--- src/rtl/dmux_pkg.sv ---
`default_nettype none
// ============================================================================
// Module      : dmux_pkg
// Description : Shared channel count, FSM state type and one-hot decode helper
//               for the 1-to-4 demux dispatcher.
// Revision    : 1.0 - initial release
// ============================================================================
package dmux_pkg;

  localparam int NUM_CH = 4;

  typedef enum logic [0:0] {
    IDLE = 1'b0,
    SEND = 1'b1
  } state_t;

  // Map a 2-bit channel select to its one-hot channel valid pattern
  function automatic logic [NUM_CH-1:0] onehot4(input logic [1:0] s);
    logic [NUM_CH-1:0] v;
    v    = '0;
    v[s] = 1'b1;
    return v;
  endfunction

endpackage
`default_nettype wire

--- src/rtl/rr_pick4.sv ---
`default_nettype none
// ============================================================================
// Module      : rr_pick4
// Description : Combinational rotating-priority picker over four requesters.
//               Returns the first set mask bit searching upward from last+1,
//               wrapping 3->0; 'any' flags that at least one bit is set.
// Revision    : 1.0 - initial release
// ============================================================================
module rr_pick4
  import dmux_pkg::*;
(
  input  logic [3:0] mask,
  input  logic [1:0] last,
  output logic [1:0] pick,
  output logic       any
);

  // Scan from the farthest candidate back to the nearest so the nearest wins
  always_comb begin
    pick = '0;
    any  = |mask;
    for (int k = NUM_CH; k >= 1; k--) begin
      if (mask[last + 2'(k)]) begin
        pick = last + 2'(k);
      end
    end
  end

endmodule
`default_nettype wire

--- src/rtl/dmux_dispatcher.sv ---
`default_nettype none
// ============================================================================
// Module      : dmux_dispatcher
// Description : Sequencing controller for a 1-to-4 demux. Accepts words over
//               valid/ready, picks a channel (round-robin over enabled
//               channels or a fixed channel), holds the word and presents it
//               one-hot on the selected channel until that consumer is ready.
// Revision    : 1.0 - initial release
// ============================================================================
module dmux_dispatcher
  import dmux_pkg::*;
#(
  parameter int DATA_W = 8,
  parameter int CNT_W  = 16
) (
  input  logic              clk,
  input  logic              rst_n,
  input  logic              en,
  input  logic              mode,
  input  logic [1:0]        fixed_sel,
  input  logic [3:0]        ch_mask,
  input  logic              in_valid,
  input  logic [DATA_W-1:0] in_data,
  output logic              in_ready,
  output logic [3:0]        out_valid,
  output logic [DATA_W-1:0] out_data,
  input  logic [3:0]        out_ready,
  output logic [1:0]        sel,
  output logic              busy,
  output logic [CNT_W-1:0]  xfer_cnt
);

  state_t            r_state;
  logic [DATA_W-1:0] r_hold;
  logic [1:0]        r_sel;
  logic [1:0]        r_last;
  logic [CNT_W-1:0]  r_cnt;
  logic [3:0]        r_out_valid;
  logic              r_busy;

  logic [1:0]        w_last_eff;
  logic [1:0]        w_rr_pick;
  logic              w_rr_any;
  logic [1:0]        w_pick;
  logic              w_can_route;
  logic              w_done;
  logic              w_accept;

  // While a word is held it is either completing this edge or blocking any
  // accept, so its channel is the effective last grant for the next pick.
  // This keeps back-to-back round-robin rotating on consecutive cycles.
  assign w_last_eff = (r_state == SEND) ? r_sel : r_last;

  rr_pick4 u_rr_pick4 (
    .mask (ch_mask),
    .last (w_last_eff),
    .pick (w_rr_pick),
    .any  (w_rr_any)
  );

  // Routing feasibility and channel pick for the next accepted word
  always_comb begin
    w_can_route = 1'b0;
    w_pick      = 2'd0;
    if (mode) begin
      w_can_route = ch_mask[fixed_sel];
      w_pick      = fixed_sel;
    end else begin
      w_can_route = w_rr_any;
      w_pick      = w_rr_pick;
    end
  end

  // Completion ignores ready from every channel except the held one
  assign w_done   = (r_state == SEND) && out_ready[r_sel];
  assign in_ready = rst_n && en && w_can_route && ((r_state == IDLE) || w_done);
  assign w_accept = in_valid && in_ready;

  // Dispatch FSM with hold register, last grant and completed-transfer count
  always_ff @(posedge clk or negedge rst_n) begin
    if (!rst_n) begin
      r_state     <= IDLE;
      r_hold      <= '0;
      r_sel       <= 2'd0;
      r_last      <= 2'd3;
      r_cnt       <= '0;
      r_out_valid <= '0;
      r_busy      <= 1'b0;
    end else begin
      if (w_done) begin
        r_last <= r_sel;
        r_cnt  <= r_cnt + CNT_W'(1);
      end
      if (w_accept) begin
        r_state     <= SEND;
        r_hold      <= in_data;
        r_sel       <= w_pick;
        r_out_valid <= onehot4(w_pick);
        r_busy      <= 1'b1;
      end else if (w_done) begin
        // Hold register keeps its value so out_data stays put while idle
        r_state     <= IDLE;
        r_out_valid <= '0;
        r_busy      <= 1'b0;
      end
    end
  end

  assign out_valid = r_out_valid;
  assign out_data  = r_hold;
  assign sel       = r_sel;
  assign busy      = r_busy;
  assign xfer_cnt  = r_cnt;

endmodule
`default_nettype wire

--- config.mk ---
export PLATFORM = sky130hd
export DESIGN_NAME = dmux_dispatcher
export DESIGN_NICKNAME = d
export VERILOG_FILES = /design/src/rtl/dmux_pkg.sv /design/src/rtl/rr_pick4.sv /design/src/rtl/dmux_dispatcher.sv
export SDC_FILE = /design/constraint.sdc
export NUM_CORES = 1
export LEC_CHECK = 0
export ABC_AREA = 1
export CAP_MARGIN = 10
export CORE_MARGIN = 5
export CORE_UTILIZATION = 45
export CTS_BUF_LIST = sky130_fd_sc_hd__clkbuf_2
export CTS_CLUSTER_SIZE = 40
export DETAILED_ROUTE_END_ITERATION = 6
export GPL_ROUTABILITY_DRIVEN = 0
export HOLD_SLACK_MARGIN = 0.1
export PLACE_DENSITY = 0.76
export SYNTH_ARGS = -nofsm -noshare
export SYNTH_HDL_FRONTEND = slang
export SYNTH_SLANG_ARGS = --single-unit
export TNS_END_PERCENT = 20
--- constraint.sdc ---
create_clock -name clk -period 2.35 [get_ports clk]
set_clock_uncertainty 0.1 [all_clocks]
set_input_delay 0.47 -clock clk [delete_from_list [all_inputs] [get_ports clk]]
set_output_delay 0.47 -clock clk [all_outputs]
set_load 0.02 [all_outputs]
==> summary.txt <==
Yosys
  – Syn Nets: 273
  – Mean Syn Cell Area: 7.62 um^2
  – Synth cell types: 26
  – Flops & latches, synth: 33
  – Post-Syn Area: 0.00190 mm^2
  – Cell taking the most area after synthesis: dfrtp_1
  – Synth area leaders: dfrtp_1, nand2_1, xor2_1
  – Yosys top cell area share: 0.409
  – Ys Warns: 0
  – Gate Count Post-Synth: 249
  – Sequential share of the synthesized area: 0.437

Global routing
  – Gr usage total: 0.177
  – Vias in the first global route: 1,729
  – Initial antenna violation count: 0
  – Global-route wire length before repair: 7570 um
  – Largest net degree at the start of global routing: 34
  – Grt ovf: 0

Timing
  – Worst-Margin Slew: 411 ps
  – Final hold vios: 0
  – Max-slew violations: 0
  – Hold_ws: 387 ps
  – Fmax: 0.445 GHz
  – Headroom to the max-slew limit: 0.726
  – Min Clock Period, post-route: 2250 ps
  – Setup violators final: 0
  – Final period util: 0.957

Die
  – Die W: 74.9 um
  – Core ar.: 0.00406 mm^2
  – Initial Util: 0.467
  – Num ports: 55
  – Row count: 23
  – Die Area: 0.00561 mm^2
  – Die Span Y: 74.9 um

Clocking
  – Later-pin clock latency in the skew report: 360 ps
  – Clock Root Buffer: clkbuf_2
  – CTS buffer count: 5
  – CTS tree: built
  – Number of hold buffers added after cts: 0
  – H-tree depth: 2
  – CTS clk-pin slew, worst paths: 150 ps
  – Bufs on Longest Clock Path: 2
  – CTS sink cnt: 33

Detailed routing
  – Residual DRC: 0
  – Routed wire length: 4610 um
  – Pre-antenna DRT Iters: 4
  – Via count: 1,815
  – Vias/cell: 4.81
  – Antenna-violating nets left: 0
  – Routed len/inst: 12.2 um
  – Drt initial violations: 75

Placed design
  – HPWL Detailed: 3620 um
  – Port Buf Inserts: 54

Finish
  – # fillers: 363
  – Most frequent cells in the layout: nand2_1, clkdlybuf4s50_1, dfrtp_1
  – Area Growth Syn to Fin: 40.2%
  – Most common cell after layout, fill and taps aside: nand2_1
  – Diode count: 0
  – Layout cell share with drive strength beyond 1: 0.180
  – NumNets Final: 350

Power and ir drop
  – Tot Pwr: 2.50 mW
  – Peak VDD IR: 0.542 mV
  – Pwr/cell area: 940 mW/mm^2
  – Leakage: 1.38 nW

Critical path
  – Critical Path RT: 1780 ps
  – Top delay family on crit path: buffers and inverters
  – Largest fanout on the critical path: 2
  – Worst EP arrival: 1680 ps
  – Crit start category: input port
  – Worst path bufs/invs: 3
  – Worst path max stage delay: 480 ps
  – CP Class: in -> out
  – Crit-path slowest cell: clkdlybuf4s50_1
  – Worst Setup End Kind: output pin
  – CP cell instances: clkdlybuf4s50_1 > nand2_1 > nand3_1 > nand2_2 > nand2_1 > and3_4 > nand2_2 > inv_1 > buf_4

Run status
  – Status: finished, final reports clean

Run
  – # Max-Cap Violations: 0

Min path
  – Hold crit path type: reg -> reg
-- timing repair --
item                       in CTS  in global routing
gates resized for setup         4                  3
setup endpoints to repair       1                  1
setup buffers                   0                  1
-- per-layer routing --
layer	global-route usage	wire (um)
met5	0	0
met4	0.0632	85
met3	0.0387	251
met2	0.296	2250
met1	0.226	2020
-- worst reg2reg max path, stage by stage, from the launching register on --
cell and delay, ps:
dfrtp_1 450, inv_1 100, nand2_1 60, nand3_1 100, nand2_2 80, nand2_1 80
and3_4 190, nand2_2 50, buf_4 130, nor2_4 110, inv_2 140, nor2_1 180
nand2_1 70, nand2_1 50
-- layout make-up --
type / instances / area (um^2) / area share
Multi-Input combinational cell: 187 / 946 / 0.356
Timing Repair Buffer: 73 / 683 / 0.257
Clock buffer: 7 / 35.0 / 0.0132
Inverter: 26 / 100 / 0.0376
Sequential cell: 33 / 828 / 0.312
Clock inverter: 1 / 3.75 / 0.00141
Tap cell: 50 / 62.6 / 0.0235
-- registers in the layout, summed over array words and instances (netlist names) --
register / count
out_data: 8
out_valid: 4
r_last: 2
r_state: 1
sel: 2
xfer_cnt: 16
-- stage by stage --
step / setup slack, ps / setup TNS, ps / instances / util / cell area, um^2
3_3_place_gp: -336 / -336 / 368 / 0.643 / 2610
3_5_place_dp: -362 / -362 / 368 / 0.643 / 2610
5_1_grt: -22.1 / -22.1 / 377 / 0.655 / 2660
2_1_floorplan: 540 / 0 / 249 / - / 1900
6_report: 102 / 0 / 377 / 0.655 / 2660
4_1_cts: 82.8 / 0 / 376 / 0.651 / 2640
-- kinds of logic (layout without fill, tap and decap cells) --
group           after synthesis  count (layout)  share of synthesized area
compound gates               11              11                     0.0310
flops                        33              33                      0.437
fa+ha+maj                     1               1                    0.00660
buf+inv                      29             107                     0.0673
simple gates                160             160                      0.389
xor+xnor                     15              15                     0.0693
-- cells in the mapped netlist (all sizes together) --
library cell,number
nor3,1
and3,1
nand3b,1
o21ai,7
xor2,11
buf,3
nor2,15
dfrtp,31
and2,1
nand2,119
xnor2,4
inv,26
a21oi,4
nand3,16
nand4,5
ha,1
dfstp,2
nor4,1
-- worst paths after layout --
kind                                 to    startpoint  slack (ps)  depth (start not counted)
setup / recovery               in_ready  out_ready[1]         100                          9
hold / removal              out_data[5]   out_data[5]         390                          2
setup reg to reg           out_valid[0]        sel[0]         430                         13
hold reg to reg             out_data[5]   out_data[5]         390                          2
max in group asynchronous     r_last[0]         rst_n        1390                          2
min in group asynchronous  xfer_cnt[14]         rst_n         430                          2
-- where the power goes --
group	internal (mW)	switching [mW]
Clock	0.0798	0.177
Combinational	0.590	0.795
Sequential	0.725	0.132
(Power assumes the default switching activity.)
